`src/rtl/nvio_pkg.sv`:
```
// Shared state encodings for the nvio arithmetic blocks (divider and multiplier).
package nvio_pkg;

    localparam logic [1:0] IDLE      = 2'd0;
    localparam logic [1:0] DIV       = 2'd1;
    localparam logic [1:0] DONE      = 2'd2;

    localparam logic [1:0] MUL_IDLE  = 2'd0;
    localparam logic [1:0] MUL_BUSY  = 2'd1;
    localparam logic [1:0] MUL_DONE  = 2'd2;

endpackage

```
`src/rtl/divider.sv`:
```
// Iterative restoring divider: one quotient bit per clock, signed, unsigned and
// mixed-sign modes, divide-by-zero flag and abort.
module divider
    import nvio_pkg::*;
#(
    parameter int WID = 80
) (
    input  logic           clk,
    input  logic           rst,
    input  logic           ld,
    input  logic           abort,
    input  logic           sgn,
    input  logic           sgnus,
    input  logic [WID-1:0] a,
    input  logic [WID-1:0] b,
    output logic [WID-1:0] q,
    output logic [WID-1:0] r,
    output logic           dvByZr,
    output logic           done,
    output logic           idle
);

    localparam int CW = $clog2(WID);

    logic [1:0]     state_r;
    logic [1:0]     state_nxt_s;
    logic [CW-1:0]  cnt_r;
    logic [WID:0]   rem_r;
    logic [WID-1:0] dvd_r;
    logic [WID-1:0] dvs_r;
    logic           qs_r;
    logic           rs_r;
    logic [WID-1:0] q_r;
    logic [WID-1:0] r_r;
    logic           dvz_r;

    logic           b_zero_s;
    logic [WID-1:0] mag_a_s;
    logic [WID-1:0] mag_b_s;
    logic           qs_s;
    logic           rs_s;
    logic [WID+1:0] shift_s;
    logic [WID+1:0] trial_s;
    logic           neg_s;
    logic [WID:0]   rem_nxt_s;
    logic [WID-1:0] quo_nxt_s;
    logic [WID-1:0] quo_fin_s;
    logic [WID-1:0] rem_fin_s;

    // Operand magnitudes and result signs selected by mode; sgnus outranks sgn.
    always_comb begin
        b_zero_s = (b == {WID{1'b0}});
        if ((sgn || sgnus) && a[WID-1]) begin
            mag_a_s = -a;
        end else begin
            mag_a_s = a;
        end
        if (sgn && !sgnus && b[WID-1]) begin
            mag_b_s = -b;
        end else begin
            mag_b_s = b;
        end
        if (sgnus) begin
            qs_s = a[WID-1];
        end else if (sgn) begin
            qs_s = a[WID-1] ^ b[WID-1];
        end else begin
            qs_s = 1'b0;
        end
        rs_s = (sgn || sgnus) ? a[WID-1] : 1'b0;
    end

    // One restoring step; the extra top bit of the trial difference is the borrow.
    always_comb begin
        shift_s   = {rem_r, dvd_r[WID-1]};
        trial_s   = shift_s - {2'b00, dvs_r};
        neg_s     = trial_s[WID+1];
        if (neg_s) begin
            rem_nxt_s = shift_s[WID:0];
        end else begin
            rem_nxt_s = trial_s[WID:0];
        end
        quo_nxt_s = {dvd_r[WID-2:0], ~neg_s};
        quo_fin_s = qs_r ? -quo_nxt_s : quo_nxt_s;
        rem_fin_s = rs_r ? -rem_nxt_s[WID-1:0] : rem_nxt_s[WID-1:0];
    end

    // State register.
    always_ff @(posedge clk) begin
        if (rst) begin
            state_r <= IDLE;
        end else begin
            state_r <= state_nxt_s;
        end
    end

    // Next-state logic; unknown encodings recover to IDLE.
    always_comb begin
        state_nxt_s = IDLE;
        case (state_r)
            IDLE: begin
                if (ld) begin
                    state_nxt_s = b_zero_s ? DONE : DIV;
                end else begin
                    state_nxt_s = IDLE;
                end
            end
            DIV: begin
                if (abort) begin
                    state_nxt_s = IDLE;
                end else if (cnt_r == {CW{1'b0}}) begin
                    state_nxt_s = DONE;
                end else begin
                    state_nxt_s = DIV;
                end
            end
            DONE:    state_nxt_s = IDLE;
            default: state_nxt_s = IDLE;
        endcase
    end

    // Status outputs; done also reports an idle block that is not being loaded.
    always_comb begin
        idle = (state_r == IDLE);
        done = (state_r == DONE) || ((state_r == IDLE) && !ld);
    end

    // Operand load, iteration and result registers.
    always_ff @(posedge clk) begin
        if (rst) begin
            cnt_r <= {CW{1'b0}};
            rem_r <= {(WID+1){1'b0}};
            dvd_r <= {WID{1'b0}};
            dvs_r <= {WID{1'b0}};
            qs_r  <= 1'b0;
            rs_r  <= 1'b0;
            q_r   <= {WID{1'b0}};
            r_r   <= {WID{1'b0}};
            dvz_r <= 1'b0;
        end else begin
            case (state_r)
                IDLE: begin
                    if (ld && b_zero_s) begin
                        q_r   <= {WID{1'b1}};
                        r_r   <= a;
                        dvz_r <= 1'b1;
                    end else if (ld) begin
                        dvd_r <= mag_a_s;
                        dvs_r <= mag_b_s;
                        rem_r <= {(WID+1){1'b0}};
                        cnt_r <= CW'(WID - 1);
                        qs_r  <= qs_s;
                        rs_r  <= rs_s;
                        dvz_r <= 1'b0;
                    end
                end
                DIV: begin
                    if (!abort) begin
                        rem_r <= rem_nxt_s;
                        dvd_r <= quo_nxt_s;
                        cnt_r <= cnt_r - CW'(1);
                        if (cnt_r == {CW{1'b0}}) begin
                            q_r <= quo_fin_s;
                            r_r <= rem_fin_s;
                        end
                    end
                end
                default: begin
                end
            endcase
        end
    end

    assign q      = q_r;
    assign r      = r_r;
    assign dvByZr = dvz_r;

endmodule

```
`config.mk`:
```
export PLATFORM = sky130hd
export DESIGN_NAME = divider
export DESIGN_NICKNAME = d
export VERILOG_FILES = /design/src/rtl/nvio_pkg.sv /design/src/rtl/divider.sv
export SDC_FILE = /design/constraint.sdc
export NUM_CORES = 2
export LEC_CHECK = 0
export BUFFER_PORTS_ARGS = -buffer_cell sky130_fd_sc_hd__clkbuf_2
export CAP_MARGIN = 20
export CORE_MARGIN = 4
export CORE_UTILIZATION = 40
export CTS_BUF_LIST = sky130_fd_sc_hd__clkbuf_16
export DETAILED_ROUTE_END_ITERATION = 12
export GPL_TIMING_DRIVEN = 0
export PLACE_DENSITY = 0.55
export SLEW_MARGIN = 20
export SYNTH_ARGS = -nofsm -noshare
export SYNTH_HDL_FRONTEND = slang
export SYNTH_SLANG_ARGS = --single-unit
```
`constraint.sdc`:
```
create_clock -name clk -period 9.9 [get_ports clk]
set_input_delay 0.495 -clock clk [delete_from_list [all_inputs] [get_ports clk]]
set_output_delay 0.495 -clock clk [all_outputs]
set_load 0.02 [all_outputs]
```
==> metrics.md <==
| Metric | Value |
|---|---|
| DR pass1 iterations | `6` |
| Worst r2r src | `rem_r[17]` |
| CP startpoint kind | `flop` |
| Ys Warns | `0` |
| Worst-path fanout max | `19` |
| Vert. Die Dim | `286 µm` |
| Final Setup Violations | `0` |
| FP Rows | `101` |
| Crit path kind | `reg2reg` |
| CTS tree | `built` |
| Core ar. | `76300 µm²` |
| # IOs | `329` |
| WP data required | `10.39 ns` |
| Yosys reg bits | `413` |
| Count leader, synth | `nor2_1` |
| Pre-CTS setup slack | `-0.785 ns` |
| Vias | `34200` |
| Hold WS | `0.177 ns` |
| Distinct cells, synth | `97` |
| Die X | `286 µm` |
| Ys async rst share | `0` |
| Least-Margin Pin Slew | `1.20 ns` |
| Ys flop type | `dfxtp_1` |
| RSZ-0062 raised after global routing | `no` |
| Crit share post-route | `0.953` |
| Commonest cells post-synth | `593 x nor2_1, 492 x nand2_1, 413 x dfxtp_1` |
| # nets final | `4927` |
| Worst path slowest cell | `clkbuf_2` |
| ANT nets after route | `0` |
| Longest Clk Path Bufs | `3` |
| Final Hold Fails | `0` |
| Final worst slack | `0.461 ns` |
| Area Growth Syn to Fin | `14.9%` |
| Hold WC Path Type | `in2reg` |
| Initial antenna violation count | `6` |
| Vias in the first global route | `32500` |
| Clock slew at reported path FFs | `0.07 ns` |
| Leakage | `0.0137 µW` |
| Outcome | `completed` |
| Iteration-0 DRC Markers | `2763` |
| Total gr overflow | `0` |
| Slew HR | `0.202` |
| RR Endpoint | `r[74]` |
| DR vias/cell | `5.95` |
| Residual DRC | `0` |
| Post-Layout Cell Count | `5747` |
| Post-Route WL | `148 mm` |
| Clk_skew | `0.0353 ns` |
| Final core utilization | `0.466` |
| Clk sinks | `413` |
| Filler cell count | `8282` |
| Power Density | `138 nW/µm²` |
| Num CTS Buffers | `50` |
| CTS HTree Levels | `2` |
| Post-Syn Instances | `4295` |
| Critical Path Sink Type | `flop` |
| Average routed wire per standard cell | `25.8 µm` |
| Synth area leader | `dfxtp_1` |
| Max IR drop VDD | `0.115 mV` |
| Clock Root Buffer | `clkbuf_16` |
| R2r setup slk | `0.46 ns` |
| Hold Crit Depth | `3` |
| FF-to-FF path depth | `28` |
| Syn nets | `4547` |
| Pin count of the biggest net entering global routing | `14` |
| Full die area | `81800 µm²` |
| Sequential share of the synthesized area | `0.267` |
| Total placed cells including tap cells | `5654` |
| Clock latency on the worst-skew pair | `0.64 ns` |
| Max Cap Violations | `0` |
| First-pass GRT wire length | `215 mm` |
| Area contributors post-synth | `dfxtp_1 27%, nor2_1 7.2%, nand2_1 6.0%` |
| Post-synth EDFFs | `0` |
| DP Wirelength | `122 mm` |
| Total Routing Usage GR | `0.347` |
| Final min period | `9.44 ns` |
| I/O Buffers | `326` |
| RePlAce Congestion | `1.02` |
| WP data arrival | `9.93 ns` |
| Yosys top cell area share | `0.267` |
| Syn avg cell area | `7.20 µm²` |
| Critical Path Max Stage Delay | `0.70 ns` |
| F_max | `106 MHz` |
| Starting density of the core | `0.405` |
| Pins Over Slew Limit | `0` |
| Post-Syn Area | `30900 µm²` |
| Hold Buf Count CTS | `0` |
| Worst Hold End | `r[12]` |
| HP Start | `a[12]` |
| Share of layout cells above drive strength 1 | `0.110` |
| Setup TNS | `0 ns` |
## sequential cells by signal, summed over array words and instances (netlist names)
signal	flops
rs_r	1
rem_r	81
dvByZr	1
qs_r	1
q	80
dvd_r	80
state_r	2
r	80
cnt_r	7
dvs_r	80
## layout by cell type (no fill, tap or decap), types with 110 or more instances in the layout
cell type,count
nor2_1,590
nand2_1,492
dfxtp_1,413
a21oi_1,358
clkbuf_2,330
clkbuf_1,231
o21ai_0,223
xor2_1,200
a211oi_1,185
xnor2_1,160
inv_1,146
a31oi_1,110
## timing repair
item	4_1_cts	5_1_grt
endpoints found under the setup margin	15	11
resized for setup	4	0
setup buffers	0	0
## worst max-delay path: cells and delay by family (launching register included)
kind	cells	cell delay [ns]
buffers and inverters	10	2.98
adder cells (fa/ha/maj)	2	0.50
AO/OA/AOI/OAI	11	3.69
AND/OR/NAND/NOR	4	1.51
XOR/XNOR	1	0.19
flip-flops	1	0.39
## logic make-up (layout without fill, tap and decap cells)
logic type / Yosys count / in the layout / share of synthesized area
muxes: 86 / 86 / 0.0284
adders and majority gates: 86 / 86 / 0.0350
other: 0 / 1 / 0
xor gates and xnor gates: 360 / 360 / 0.102
DFF: 413 / 413 / 0.267
and+or+nand+nor: 1620 / 1620 / 0.239
AOI/OAI and AO/OA: 1297 / 1297 / 0.273
buffers and inverters: 433 / 854 / 0.0553
## worst max path at each step
stage | startpoint | end | slack [ns] | depth (start not counted)
detailed placement | rem_r[62] | r[74] | -0.79 | 27
global route | rem_r[17] | q[78] | 0.09 | 29
CTS | rem_r[17] | r[74] | 0.12 | 29
global placement | rem_r[62] | r[74] | -0.79 | 27
finish | rem_r[17] | r[74] | 0.46 | 28
floorplan | dvs_r[52] | q[72] | 3.00 | 31
## cell type report
type	instances	area, µm²	area share
Antenna cell	1	2.50	0.0000704
Buffer	297	1200	0.0339
Clock buffer	50	1250	0.0352
Clock inverter	43	350	0.00986
Inverter	135	507	0.0143
Multi-Input combinational cell	3449	21000	0.591
Sequential cell	413	8270	0.233
Tap cell	1030	1290	0.0363
Timing Repair Buffer	329	1670	0.0471
## where the power goes
group / switching, µW / internal (µW)
clock: 812 / 1050
sequential: 80.9 / 1750
combinational: 847 / 378
total: 1740 / 3170
## routing by layer
metal / global-route usage / up-vias / part of all wire
met5: 0 / - / 0.000088
met4: 0.193 / 2 / 0.065
met3: 0.0521 / 398 / 0.073
met2: 0.562 / 1514 / 0.45
met1: 0.442 / 15900 / 0.42
li1: - / 16400 / -
## through the flow
step	instance area, µm²	power [µW]
6_report	35500	4910
4_1_cts	35500	4900
2_1_floorplan	30900	2610
3_5_place_dp	33900	3060
5_1_grt	35500	5110
3_3_place_gp	33800	3060
Power figures use the tool's default switching activity.
